`src/rtl/volume_meter_hold.sv`:
```
// Volume bar-graph level with instant attack, timed decay,
// peak-hold marker and clip indicator.
module volume_meter_hold #(
  parameter int DECAY_CYCLES = 2_500_000,
  parameter int HOLD_CYCLES  = 25_000_000
) (
  input  logic       clk_select,
  input  logic       reset,
  input  logic       vol_0,
  input  logic       vol_1,
  input  logic       vol_2,
  input  logic       vol_3,
  input  logic       vol_4,
  input  logic       vol_5,
  output logic [2:0] level,
  output logic [2:0] peak,
  output logic [5:0] bar_leds,
  output logic       clip
);

  localparam int DW = $clog2(DECAY_CYCLES + 1);
  localparam int HW = $clog2(HOLD_CYCLES + 1);
  localparam logic [DW-1:0] D_LAST = DW'(DECAY_CYCLES - 1);
  localparam logic [HW-1:0] H_LAST = HW'(HOLD_CYCLES - 1);

  typedef enum logic {
    TRACK,
    HOLD
  } pk_state_t;

  pk_state_t       state;
  logic [2:0]      in_lvl;
  logic [2:0]      rel_lvl;
  logic [DW-1:0]   dcnt;
  logic [HW-1:0]   hcnt;
  logic [HW-1:0]   ccnt;

  always_comb begin
    in_lvl = 3'd0;
    priority case (1'b1)
      vol_5:   in_lvl = 3'd6;
      vol_4:   in_lvl = 3'd5;
      vol_3:   in_lvl = 3'd4;
      vol_2:   in_lvl = 3'd3;
      vol_1:   in_lvl = 3'd2;
      vol_0:   in_lvl = 3'd1;
      default: in_lvl = 3'd0;
    endcase
  end

  // Release target: pre-decrement bar, or a same-cycle attack.
  assign rel_lvl = (in_lvl > level) ? in_lvl : level;

  always_ff @(posedge clk_select) begin
    if (reset) begin
      level <= 3'd0;
      dcnt  <= '0;
    end else if (in_lvl >= level) begin
      level <= in_lvl;
      dcnt  <= '0;
    end else if (dcnt == D_LAST) begin
      level <= level - 3'd1;
      dcnt  <= '0;
    end else begin
      dcnt  <= dcnt + 1'b1;
    end
  end

  always_ff @(posedge clk_select) begin
    if (reset) begin
      state <= TRACK;
      peak  <= 3'd0;
      hcnt  <= '0;
    end else begin
      unique case (state)
        TRACK: begin
          if (in_lvl > peak) begin
            peak  <= in_lvl;
            hcnt  <= '0;
            state <= HOLD;
          end else if (peak != level) begin
            hcnt  <= '0;
            state <= HOLD;
          end
        end
        HOLD: begin
          if (in_lvl >= peak) begin
            peak <= in_lvl;
            hcnt <= '0;
          end else if (hcnt == H_LAST) begin
            peak  <= rel_lvl;
            hcnt  <= '0;
            state <= TRACK;
          end else begin
            hcnt <= hcnt + 1'b1;
          end
        end
        default: state <= TRACK;
      endcase
    end
  end

  always_ff @(posedge clk_select) begin
    if (reset) begin
      clip <= 1'b0;
      ccnt <= '0;
    end else if (in_lvl == 3'd6) begin
      clip <= 1'b1;
      ccnt <= '0;
    end else if (clip) begin
      if (ccnt == H_LAST) begin
        clip <= 1'b0;
        ccnt <= '0;
      end else begin
        ccnt <= ccnt + 1'b1;
      end
    end
  end

  always_comb begin
    bar_leds = 6'd0;
    for (int i = 0; i < 6; i++) begin
      bar_leds[i] = (3'(i) < level) |
                    ((peak != 3'd0) && (3'(i) == peak - 3'd1));
    end
  end

endmodule

```
`config.mk`:
```
export PLATFORM = sky130hd
export DESIGN_NAME = volume_meter_hold
export DESIGN_NICKNAME = d
export VERILOG_FILES = /design/src/rtl/volume_meter_hold.sv
export SDC_FILE = /design/constraint.sdc
export NUM_CORES = 1
export LEC_CHECK = 0
export CELL_PAD_IN_SITES_DETAIL_PLACEMENT = 1
export CELL_PAD_IN_SITES_GLOBAL_PLACEMENT = 1
export CORE_ASPECT_RATIO = 1.75
export CORE_MARGIN = 1
export CORE_UTILIZATION = 50
export CTS_BUF_LIST = sky130_fd_sc_hd__clkbuf_8
export DETAILED_ROUTE_END_ITERATION = 8
export GPL_ROUTABILITY_DRIVEN = 0
export PLACE_DENSITY_LB_ADDON = 0.3
export SYNTH_ARGS = -nofsm -noshare
export SYNTH_HDL_FRONTEND = slang
export SYNTH_SLANG_ARGS = --single-unit
```
`constraint.sdc`:
```
create_clock -name clk_select -period 5.7 [get_ports clk_select]
set_input_delay 0.855 -clock clk_select [delete_from_list [all_inputs] [get_ports clk_select]]
set_output_delay 0.855 -clock clk_select [all_outputs]
set_load 0.01 [all_outputs]
```
Yosys cells after proc, flatten, opt, wreduce, memory -nomap -nowiden
Index checks and enable logic that the tools add are counted.
Storage, ports and cells
  bits in registers: 80
  input bits: 8
  output and inout bits: 13
Operators by class
  add/subtract/negate cells: 5
  order comparisons: 10
  eq/ne operators: 13
  mux-type cells: 27
  bitwise operators: 7
  reductions and logical operators: 12
Operator list (number)
  $mux 25: 5
  $add 25x1->25 const B: 2
  $eq 25x25->1 const B: 2
  $pmux 25 s2: 1
  $mux 3: 9
  $add 22x1->22 const B: 1
  $eq 22x22->1 const B: 1
  $mux 1: 8
  $eq 2x3->1 const A: 2
  $eq 3x3->1 const A: 2
  $ge 3x3->1: 2
  $gt 3x3->1: 2
  $logic_and 1x1->1: 6
  $lt 1x3->1 const A: 2
  $lt 2x3->1 const A: 2
  $lt 3x3->1 const A: 2
  $or 1x1->1: 6
  $pmux 3 s2: 1
  $sub 3x1->3 const B: 2
  $mux 2: 2
  $eq 1x3->1 const A: 1
  $eq 3x3->1 const B: 1
  $logic_not 3->1: 1
  $ne 3x1->1 const B: 1
  10 further kinds: 10

Logic depth before layout (Yosys ltp)
  word-level depth: 11
  mapped depth: 11

Worst setup path after synthesis
No wires, ideal clock.
  path type: input port to flip-flop
  start point: input port vol_0
  end point: register dcnt[14]
  setup time: 0.065 ns
  arrival: 2.743 ns
  data required time: 5.635 ns
  path slack: 2.892 ns
  cell stages on the path: 11
  cells stage by stage: nor2b_1 o21bai_1 a21oi_1 inv_1 ha_1 nand2b_1 a21o_1 a21oi_2 or3b_4 buf_6 nor2_1
On the way
  longest elaborated chain between the ends: 8
RTL lines
  start: declaration: RTL line 9  | input logic vol_0,
  $mux 1: RTL line 40  | priority case (1'b1)
  $mux 2 (2 in a row): RTL line 40
  $mux 3 (3 in a row): RTL line 40
  $ge 3x3->1: RTL line 58  | end else if (in_lvl >= level) begin
  $reduce_or 3->1 (no line)
  end signal: assignment: RTL line 65  | dcnt <= dcnt + 1'b1;
  end: declaration: RTL line 34  | logic [DW-1:0] dcnt;
Every way passes these cells.
A chain may end at the register's enable or synchronous reset.

Worst setup path in the final report
  start point: input port vol_4
  end point: register peak[0]
On the way
  longest elaborated chain between the ends: 7
  elaborated cells between the ends (all ways): 13
  classes of those cells: order compare (3); eq/ne (2); mux (7); reduce/logical (1)
RTL lines
  start: declaration: RTL line 13  | input logic vol_4,
  $mux 3 * (2 in a row): RTL line 40
  $gt 3x3->1: RTL line 52  | assign rel_lvl = (in_lvl > level) ? in_lvl : level;
  $mux 3: RTL line 52
  $mux 3: RTL line 90  | end else if (hcnt == H_LAST) begin
  $mux 3: RTL line 87  | if (in_lvl >= peak) begin
  $pmux 3 s2: RTL line 75  | unique case (state)
  end signal: assignment: RTL line 78  | peak <= in_lvl;
  end signal: assignment: RTL line 88  | peak <= in_lvl;
  end signal: assignment: RTL line 91  | peak <= rel_lvl;
  end: declaration: RTL line 16  | output logic [2:0] peak,
Mark *: on every way between the ends. The rest lies on a longest branch, timed or not. The select of a mux whose other input is x is not followed.

==> results.yml <==
synthesis:
  yosys_warnings: 0
  synthesis.area_sq_mm: 0.00429
  synth.largest_area_cell: "dfxtp_1"
  synth_edf_count: 0
  synthDistinctLibCells: 64
  synth_ff_type: "dfxtp_1"
  synth.area.top_cells: "dfxtp_1 37%, xor2_1 7.4%, xnor2_1 6.1%"
  synth_top_area_frac: 0.374
  synth_seq_area_share: 0.374
  synth.avg_cell_area_sq_um: 8.69
  yosys_register_bits: 80
  async_flop_share: 0
  syn_inst: 493
  syn_nets: 513
final_layout:
  n_fill_cell: 998
  fin_nets: 529
  layout-drive-gt1-share: 0.0702
  antennaDiodeCount: 0
  synthToLayoutAreaGrowth_pct: 9.61
  fin_area_sq_mm: 0.00470
timing:
  finalSetupViolations: 0
  fin_crit_ps: 3460
  period_share: 0.608
  hold_viol_final: 0
  rsz0062_at_grt: "no"
  postLayoutSetupSlackWorst_ps: 2240
  slew_violations: 0
  skew_ps: 6.14
  setup-tns-final_ps: 0
  relSlewSlack: 0.352
  worst_pin_slew_ps: 965
  fmax_ghz: 0.289
critical_path:
  slowest_delay_ps: 680
  crit_path_max_fanout: 19
  crit_path_end_kind: "flop"
  path_common_cell: "o21ai_0"
  r2r-end: "peak[0]$_SDFFE_PP0P_"
  start_kind: "input port"
  timing.rr.start: "peak[1]$_SDFFE_PP0P_"
  crit_path_top_delay_cell: "o21ai_2"
  cp_num_buf_inv: 1
  crit_arrival_ps: 3760
  startpoint: "vol_4"
  critPathTopFamily: "compound AO/OA/AOI/OAI gates"
  crit_type: "in -> reg"
  cp.required_ps: 6000
  cp.depth: 10
  crit_path_end: "peak[0]$_SDFFE_PP0P_"
  ff2ff_setup_slack_ps: 2880
  worstPathCellList: "clkdlybuf4s50_1 -> nor2_1 -> o21ai_0 -> nand2_1 -> ha_1 -> and3b_1 -> o21ai_2 -> o21ai_0 -> or2_2 -> a21oi_1"
  reg2reg_depth: 7
floorplan:
  fp.coreArea_sq_mm: 0.00831
  start_util: 0.516
  pin_count: 21
  die_w_um: 72.0
  die_h_um: 124
  rows: 44
  die-area_sq_mm: 0.00896
cts:
  cts_made_buffers: 9
  htreeDepth: 3
  hold_buffers: 0
  cts-root-buf: "clkbuf_8"
  post-cts-setup-buffers: 0
  cts_sinks: 80
  cts_tree: "built"
  post_cts_resized: 0
  cts_buffer_depth: 2
  worst_skew_pair.late_latency_ps: 370
  clk_pin_slew_ps: 70
detailed_routing:
  postRouteAntennaNets: 0
  vias: 3685
  firstDrtPassIters: 4
  via_per_inst: 5.87
  avgRoutedWirePerCell_um: 17.1
  wirelength_um: 10700
  initialDrtViolationCount: 181
  drc_errors: 0
pwr:
  finalPower_w: 0.00139
  power_density_mw_per_mm2: 295
  leakage_nw: 1.51
  vdd_drop_max_mv: 0.173
place:
  io_buffers: 20
  dp_slack_ps: 1920
  placed_area_sq_mm: 0.00453
  dpl.hpwl_um: 7840
grt:
  grt_usage: 0.258
  grt_pass1_vias: 3991
  grt_start_max_net_pins: 30
  antenna_found_initial: 0
  grt_overflow: 0
  grt_pass1_wl_um: 18300
job:
  maxCapViolations: 0
min_path:
  worstHoldPathCells: 1
  hold_class: "reg -> reg"
outcome:
  status: "finished, final reports clean"
[sequential cells by signal, summed over array words and instances (netlist names)]
name,cells
state,1
level,3
clip,1
ccnt,25
hcnt,25
peak,3
dcnt,22
[stage by stage]
stage / instances / hold slack (ps) / util
after global routing: 628 / 516 / 0.565
after floorplan: 493 / 429 / -
final: 628 / 471 / 0.565
after CTS: 628 / 475 / 0.565
after global placement: 613 / 439 / 0.545
after detailed placement: 613 / 457 / 0.545
[area by class of cell]
cell class / count / area (sq um) / area share
clock buffer: 11 / 151 / 0.0322
inverter: 16 / 60.1 / 0.0128
tap: 115 / 144 / 0.0306
clock inverter: 4 / 15.0 / 0.00320
sequential: 80 / 1600 / 0.341
timing repair buffer: 21 / 208 / 0.0442
multi-input combinational: 381 / 2520 / 0.536
[cells in the final DEF (no fill, tap or decap), types with 11 or more instances in the layout]
cell              n
nand2_1          35
clkbuf_8         11
nor3_1           24
xnor2_1          30
a21oi_1          15
xor2_1           36
nand4_1          24
dfxtp_1          80
inv_1            19
clkdlybuf4s50_1  20
ha_1             12
nand3_1          38
nor2_1           65
[where the power goes]
| group | switching [W] | total (W) | internal [W] |
|---|---|---|---|
| clock | 0.000198 | 0.000372 | 0.000174 |
| sequential | 0.0000410 | 0.000618 | 0.000577 |
| combinational | 0.000247 | 0.000397 | 0.000149 |
[worst min-delay path by stage]
| stage | slack (ps) | startpoint | to |
|---|---|---|---|
| 6_report | 470 | dcnt[0]$_SDFF_PP0_ | dcnt[0]$_SDFF_PP0_ |
| 5_1_grt | 520 | dcnt[0]$_SDFF_PP0_ | dcnt[0]$_SDFF_PP0_ |
| 4_1_cts | 470 | dcnt[0]$_SDFF_PP0_ | dcnt[0]$_SDFF_PP0_ |
| 3_5_place_dp | 460 | dcnt[0]$_SDFF_PP0_ | dcnt[0]$_SDFF_PP0_ |
| 3_3_place_gp | 440 | dcnt[0]$_SDFF_PP0_ | dcnt[0]$_SDFF_PP0_ |
| 2_1_floorplan | 430 | dcnt[0]$_SDFF_PP0_ | dcnt[0]$_SDFF_PP0_ |
[Yosys cell counts, types with 8 or more instances]
cell type and n:
inv_1 15, ha_1 12, and3_1 8, xnor2_1 30
xor2_1 36, nand4_1 24, nand3_1 38, dfxtp_1 80
nor2_1 65, nor3_1 24, nand2_1 35, a21oi_1 15
[worst register-to-register path, cell delays in order, from the launching register on]
cell     delay [ps]
dfxtp_1         520
inv_1           150
ha_1            340
and3b_1         220
o21ai_2         680
o21ai_0         300
or2_2           390
a21oi_1         140
[cells by family (layout without fill, tap and decap cells)]
group | after synthesis | after routing | share of synthesized area
adders and majority gates | 12 | 12 | 0.0350
muxes | 5 | 5 | 0.0117
buffers and inverters | 32 | 52 | 0.0388
xor gates and xnor gates | 67 | 67 | 0.139
AOI/OAI and AO/OA | 64 | 64 | 0.113
and+or+nand+nor | 233 | 233 | 0.289
DFF | 80 | 80 | 0.374
[metal layers]
metal | track usage | wire (um) | vias up
li1 | - | - | 1797
met1 | 0.262 | 4210 | 1838
met2 | 0.494 | 6060 | 32
met3 | 0.0469 | 180 | 18
met4 | 0.104 | 272 | 0
met5 | 0 | 0 | -
Power figures use the tool's default switching activity.
